$ cat src/rtl/nram_readout.sv
// nram_readout: snapshots the NRAM register bank on a start request and
// streams the captured words out over a valid/ready interface, lowest index
// first, with a one-cycle io_done pulse after the final word.
// Optional build macro: NRAM_READOUT_CHECKSUM_EN appends an XOR checksum word
// (index NREG) after the data words.
module nram_readout #(
  parameter int W     = 8,
  parameter int NREG  = 2,
  parameter int IDX_W = 2
) (
  input  logic                clk,
  input  logic                reset,
  input  logic [NREG*W-1:0]   io_Qbus,
  input  logic                io_start,
  input  logic                io_out_ready,
  output logic                io_out_valid,
  output logic [W-1:0]        io_out_bits,
  output logic [IDX_W-1:0]    io_out_idx,
  output logic                io_busy,
  output logic                io_done
);

  typedef enum logic [1:0] {
    S_IDLE = 2'd0,
    S_SEND = 2'd1,
`ifdef NRAM_READOUT_CHECKSUM_EN
    S_CSUM = 2'd3,
`endif
    S_DONE = 2'd2
  } state_t;

  // Select word k of a packed bank image.
  function automatic logic [W-1:0] word_at(input logic [NREG*W-1:0] v,
                                           input logic [IDX_W-1:0]  k);
    logic [W-1:0] r;
    r = {W{1'b0}};
    for (int i = 0; i < NREG; i++) begin
      r = (k == IDX_W'(i)) ? v[i*W +: W] : r;
    end
    return r;
  endfunction

`ifdef NRAM_READOUT_CHECKSUM_EN
  // XOR of every word in a packed bank image.
  function automatic logic [W-1:0] xor_words(input logic [NREG*W-1:0] v);
    logic [W-1:0] r;
    r = {W{1'b0}};
    for (int i = 0; i < NREG; i++) begin
      r = r ^ v[i*W +: W];
    end
    return r;
  endfunction
`endif

  state_t              state_q, state_d;
  logic [NREG*W-1:0]   snap_q, snap_d;
  logic [IDX_W-1:0]    cnt_q, cnt_d;
  logic                valid_q, valid_d;
  logic [W-1:0]        bits_q, bits_d;
  logic [IDX_W-1:0]    idx_q, idx_d;
  logic                busy_q, busy_d;
  logic                done_q, done_d;

  logic                hs_s;
  logic                last_s;
  logic [IDX_W-1:0]    cnt_inc_s;

  assign hs_s      = valid_q & io_out_ready;
  assign last_s    = (cnt_q == IDX_W'(NREG - 1));
  assign cnt_inc_s = cnt_q + IDX_W'(1);

  // Next-state and next-output computation; outputs are registered so each
  // branch sets the values to be presented in the following cycle.
  always_comb begin
    state_d = state_q;
    snap_d  = snap_q;
    cnt_d   = cnt_q;
    valid_d = valid_q;
    bits_d  = bits_q;
    idx_d   = idx_q;
    busy_d  = busy_q;
    done_d  = 1'b0;
    case (state_q)
      S_IDLE: begin
        if (io_start) begin
          snap_d  = io_Qbus;
          cnt_d   = {IDX_W{1'b0}};
          state_d = S_SEND;
          valid_d = 1'b1;
          bits_d  = io_Qbus[W-1:0];
          idx_d   = {IDX_W{1'b0}};
          busy_d  = 1'b1;
        end else begin
          valid_d = 1'b0;
          bits_d  = {W{1'b0}};
          idx_d   = {IDX_W{1'b0}};
          busy_d  = 1'b0;
        end
      end
      S_SEND: begin
        if (hs_s && last_s) begin
`ifdef NRAM_READOUT_CHECKSUM_EN
          state_d = S_CSUM;
          bits_d  = xor_words(snap_q);
          idx_d   = IDX_W'(NREG);
`else
          state_d = S_DONE;
          valid_d = 1'b0;
          bits_d  = {W{1'b0}};
          idx_d   = {IDX_W{1'b0}};
          done_d  = 1'b1;
`endif
        end else if (hs_s) begin
          cnt_d  = cnt_inc_s;
          bits_d = word_at(snap_q, cnt_inc_s);
          idx_d  = cnt_inc_s;
        end else begin
          // Backpressure: hold the presented word.
          state_d = S_SEND;
        end
      end
`ifdef NRAM_READOUT_CHECKSUM_EN
      S_CSUM: begin
        if (hs_s) begin
          state_d = S_DONE;
          valid_d = 1'b0;
          bits_d  = {W{1'b0}};
          idx_d   = {IDX_W{1'b0}};
          done_d  = 1'b1;
        end else begin
          state_d = S_CSUM;
        end
      end
`endif
      S_DONE: begin
        state_d = S_IDLE;
        busy_d  = 1'b0;
        valid_d = 1'b0;
      end
      default: begin
        state_d = S_IDLE;
        valid_d = 1'b0;
        bits_d  = {W{1'b0}};
        idx_d   = {IDX_W{1'b0}};
        busy_d  = 1'b0;
      end
    endcase
  end

  // State, snapshot and output registers with asynchronous clear.
  always_ff @(posedge clk or negedge reset) begin
    if (!reset) begin
      state_q <= S_IDLE;
      snap_q  <= {(NREG*W){1'b0}};
      cnt_q   <= {IDX_W{1'b0}};
      valid_q <= 1'b0;
      bits_q  <= {W{1'b0}};
      idx_q   <= {IDX_W{1'b0}};
      busy_q  <= 1'b0;
      done_q  <= 1'b0;
    end else begin
      state_q <= state_d;
      snap_q  <= snap_d;
      cnt_q   <= cnt_d;
      valid_q <= valid_d;
      bits_q  <= bits_d;
      idx_q   <= idx_d;
      busy_q  <= busy_d;
      done_q  <= done_d;
    end
  end

  assign io_out_valid = valid_q;
  assign io_out_bits  = bits_q;
  assign io_out_idx   = idx_q;
  assign io_busy      = busy_q;
  assign io_done      = done_q;

endmodule

$ cat config.mk
export PLATFORM = sky130hd
export DESIGN_NAME = nram_readout
export DESIGN_NICKNAME = d
export VERILOG_FILES = /design/src/rtl/nram_readout.sv
export SDC_FILE = /design/constraint.sdc
export NUM_CORES = 1
export LEC_CHECK = 0
export CAP_MARGIN = 10
export CORE_MARGIN = 8
export CORE_UTILIZATION = 54
export DETAILED_ROUTE_END_ITERATION = 10
export HOLD_SLACK_MARGIN = 0.02
export PLACE_DENSITY = 0.84
export SETUP_SLACK_MARGIN = 0.5
export SLEW_MARGIN = 20
export SYNTH_ARGS = -nofsm -noshare
export SYNTH_HDL_FRONTEND = slang
export SYNTH_SLANG_ARGS = --single-unit
$ cat constraint.sdc
create_clock -name clk -period 4.4 [get_ports clk]
set_clock_uncertainty 0.15 [all_clocks]
set_input_delay 0.88 -clock clk [delete_from_list [all_inputs] [get_ports clk]]
set_output_delay 0.88 -clock clk [all_outputs]
set_load 0.01 [all_outputs]
# Yosys cells after proc, flatten, opt, wreduce, memory -nomap -nowiden
# Index checks and enable logic that the tools add are counted.
[totals] reg_bits=33 in_bits=20 wordCells=51
[classes] add_sub_neg=1 eq_ne=10 mux=22 bitwise=2 reduce_logical=8
[ops] cell="two-way mux 8 bit" n=5
[ops] cell="case mux 8 bit (3 select lines)" n=1
[ops] cell="two-way mux 2 bit" n=7
[ops] cell="case mux 2 bit (2 select lines)" n=3
[ops] cell="!= test 2 bit, second input constant" n=4
[ops] cell="== test 2 x 1 -> 1 bit, second input constant" n=3
[ops] cell="!= test 3 bit, second input constant" n=2
[ops] cell="AND reduction 2 bit" n=3
[ops] cell="zero test 2 bit" n=2
[ops] cell="two-way mux 1 bit" n=4
[ops] cell="case mux 1 bit (2 select lines)" n=2
[ops] cell="AND reduction 4 bit" n=1
[ops] cell="adder 2 x 1 -> 2 bit, second input constant" n=1
[ops] cell="== test 2 bit, second input constant" n=1
[ops] cell="nonzero test 2 bit" n=1
[ops] cell="AND 1 bit" n=1
[ops] cell="logical AND 1 bit" n=1
[ops] cell="NOT 1 bit" n=1

# Depth between registers and ports, before layout
[logic_depth] ltp_word=7 mapped_depth=6

# Worst setup path after synthesis
# No wires, ideal clock.
[synth_timing] path_type="input to register" startpoint="input io_start" endpoint="register snap_q[0]" arrival_ns=1.678 slack_ns=2.447 path_stages=3 n_path_buf=1 path_cell_list="nor3b_4 buf_6 mux2_2"
[synth_via] elab_chain_cells=1
[synth_lines] element="from (decl)" line_no="14" rtl="input logic io_start,"
[synth_lines] element="AND reduction 2 bit (no source line)"
[synth_lines] element="to (signal assigned)" line_no="154" rtl="snap_q <= {(NREG*W){1'b0}};"
[synth_lines] element="to (signal assigned)" line_no="163" rtl="snap_q <= snap_d;"
[synth_lines] element="to (decl)" line_no="56" rtl="logic [NREG*W-1:0] snap_q, snap_d;"
# No other way between the ends.
# A chain may end at the register's enable or synchronous reset.

# Final worst setup path
[layout_timing] startpoint="input io_start" endpoint="register snap_q[14]"
# The elaborated chain is that of the path after synthesis.

==> flow_summary.yaml <==
worst_setup_path:
  criticalPathCategory: "in2reg"
  crit_path_start_kind: "input port"
  rr_worst_depth: 2
  reg2reg_from: "state_q[0]"
  cp_max_fo: 24
  crit_path_start: "io_start"
  crit_required_ns: 4.47
  r2r-end: "snap_q[14]"
  cp-endpoint: "snap_q[14]"
  reg2reg_slack_ns: 2.29
  crit_arrival_ns: 2.68
  end_kind: "flip-flop"
timing:
  period_needed_ns: 2.61
  rsz0062_at_grt: "no"
  hold_viol_final: 0
  period_share_pct: 59.3
  max_freq_mhz: 383
  finalSetupViolCount: 0
  worst_pin_slew_ns: 1.06
  finalWorstSetupSlack_ns: 1.79
  tns_ns: 0
  final_max_slew_viol_count: 0
  slew_headroom_pct: 29.5
synthesis:
  synth.ff_latch_count: 33
  seq_area_frac_synth_pct: 51.5
  synth_area_sq_um: 1600
  syn_nets: 160
  syn_area_per_cell_sq_um: 11.7
  syn_inst: 137
  yosys_warnings: 0
  synthDistinctLibCells: 31
routing:
  viasPerCell: 5.95
  post-route-drc-count: 0
  ant_nets: 0
  drt-total-wl_mm: 3.53
  wl_per_cell_um: 17.6
  first_pass_iters: 4
  vias: 1196
  drtIter0Drc: 71
placed_design:
  dp_hpwl_mm: 2.44
  io_buffers: 32
  gp_congestion: 0.736
  pre_cts_ws_ns: 1.44
floorplan:
  fp.dieW_um: 70.5
  initial_utilization_pct: 57.7
  num_rows: 19
  die_y_um: 70.5
  io_pins: 33
  dieArea_sq_um: 4970
  fp.coreArea_sq_um: 2780
clock_network:
  cts-hold-fix-buffers: 0
  htreeDepth: 2
  clockBufferDepth: 2
  tritoncts: "done"
  cts_resized: 0
  root_buffer: "clkbuf_4"
  clkTransAtPathRegs_ns: 0.09
  postCtsSetupRepairBufs: 0
  numCtsBuffers: 5
  cts_sinks: 33
  clock_latency_ns: 0.33
power:
  vdd_drop_max_uv: 405
  leakagePower_nw: 0.834
  power.density_nw_per_um2: 561
  totalPowerFinal_mw: 1.09
finish:
  final_common_cell: "dfrtp_1"
  nNetsFinal: 192
  diodes: 0
  syn2layout_area_growth_pct: 21.5
  drive_gt1_share_pct: 16.5
  fill_cells: 215
  final_cell_mix: "dfrtp_1, clkdlybuf4s50_1, nand3_1, mux2_2, nand2_1"
global_route:
  grt_usage_pct: 14.6
  antenna_found_initial: 0
  grt_max_degree: 34
  grt-ovfl-total: 0
  grt_pass1_vias: 1172
  grt_pass1_wl_mm: 5.79
run_status:
  status: "finished clean"
min_path:
  hp-class: "reg2reg"
job:
  drv_cap: 0
==> routing by layer <==
metal | wire (um) | track usage, % | vias up
met2 | 1700 | 22.3 | 34
met3 | 194 | 5.93 | 6
met1 | 1580 | 17.7 | 590
met5 | 0 | 0 | -
li1 | - | - | 566
met4 | 57 | 6.03 | 0
==> cells in the mapped netlist <==
| master | number | area (sq um) |
|---|---|---|
| a211o_1 | 7 | 61.3 |
| a211oi_1 | 1 | 7.51 |
| a21bo_2 | 1 | 10.0 |
| a21o_1 | 1 | 7.51 |
| a21oi_1 | 1 | 5.00 |
| a221o_1 | 1 | 10.0 |
| a22oi_1 | 7 | 52.6 |
| a31oi_1 | 1 | 6.26 |
| a41oi_1 | 1 | 8.76 |
| and2b_1 | 1 | 7.51 |
| and2b_2 | 1 | 8.76 |
| and3b_1 | 1 | 8.76 |
| buf_4 | 1 | 7.51 |
| buf_6 | 4 | 45.0 |
| clkbuf_1 | 2 | 7.51 |
| clkbuf_8 | 1 | 13.8 |
| dfrtp_1 | 33 | 826 |
| ha_1 | 3 | 37.5 |
| inv_1 | 2 | 7.51 |
| mux2_2 | 16 | 180 |
| nand2_1 | 13 | 48.8 |
| nand2b_1 | 1 | 6.26 |
| nand3_1 | 19 | 95.1 |
| nand3b_1 | 8 | 60.1 |
| nand3b_2 | 1 | 11.3 |
| nor2_1 | 4 | 15.0 |
| nor2b_1 | 1 | 6.26 |
| nor3b_4 | 1 | 18.8 |
| o211ai_1 | 1 | 7.51 |
| o21bai_1 | 1 | 7.51 |
| o2bb2ai_1 | 1 | 8.76 |
==> worst min path at each step <==
| stage | end | start | cells after the start |
|---|---|---|---|
| floorplan | snap_q[10] | snap_q[10] | 1 |
| global placement | io_out_idx[1] | io_out_idx[1] | 1 |
| detailed placement | io_out_idx[0] | io_out_idx[0] | 1 |
| CTS | io_out_idx[0] | io_out_idx[0] | 1 |
| global route | io_out_idx[0] | io_out_idx[0] | 1 |
| finish | io_out_idx[0] | io_out_idx[0] | 1 |
==> area by class of cell <==
class | instances | area, sq um | area share [%]
sequential | 33 | 826 | 42.4
multi-input combinational | 94 | 697 | 35.8
timing repair buffer | 33 | 328 | 16.8
clock buffer | 6 | 41.3 | 2.12
tap | 31 | 38.8 | 1.99
clock inverter | 2 | 10.0 | 0.514
inverter | 2 | 7.51 | 0.385
==> power by group <==
group | internal, mW | total [mW] | switching, mW | leakage [nW]
clock | 0.0608 | 0.160 | 0.0997 | 0.0320
combinational | 0.228 | 0.418 | 0.190 | 0.387
sequential | 0.424 | 0.514 | 0.0903 | 0.416
total | 0.713 | 1.09 | 0.380 | 0.834
==> flip-flops by register name, indices dropped and copies added (netlist names) <==
signal,cells
state_q,2
io_busy,1
snap_q,16
io_done,1
cnt_q,2
io_out_valid,1
io_out_bits,8
io_out_idx,2
==> cell families after synthesis <==
kind of cell               after synthesis  synth area share (%)
DFF                                     33                  51.5
and+or+nand+nor                         51                  17.9
buffers and inverters                   10                  5.07
muxes                                   16                  11.2
AOI/OAI and AO/OA                       24                  12.0
adders and majority gates                3                  2.34
==> critical path, stage by stage <==
cell	delay (ns)
clkdlybuf4s50_1	0.50
nor3b_4	0.88
mux2_2	0.42
==> stage by stage <==
step | instance area, sq um | util (%) | hold WS [ns] | instances
2_1_floorplan | 1600 | - | 0.331 | 137
5_1_grt | 1950 | 70.0 | 0.373 | 201
6_report | 1950 | 70.0 | 0.350 | 201
3_3_place_gp | 1900 | 68.2 | 0.323 | 193
4_1_cts | 1950 | 70.0 | 0.351 | 201
3_5_place_dp | 1900 | 68.2 | 0.329 | 193
(Power assumes the default switching activity.)
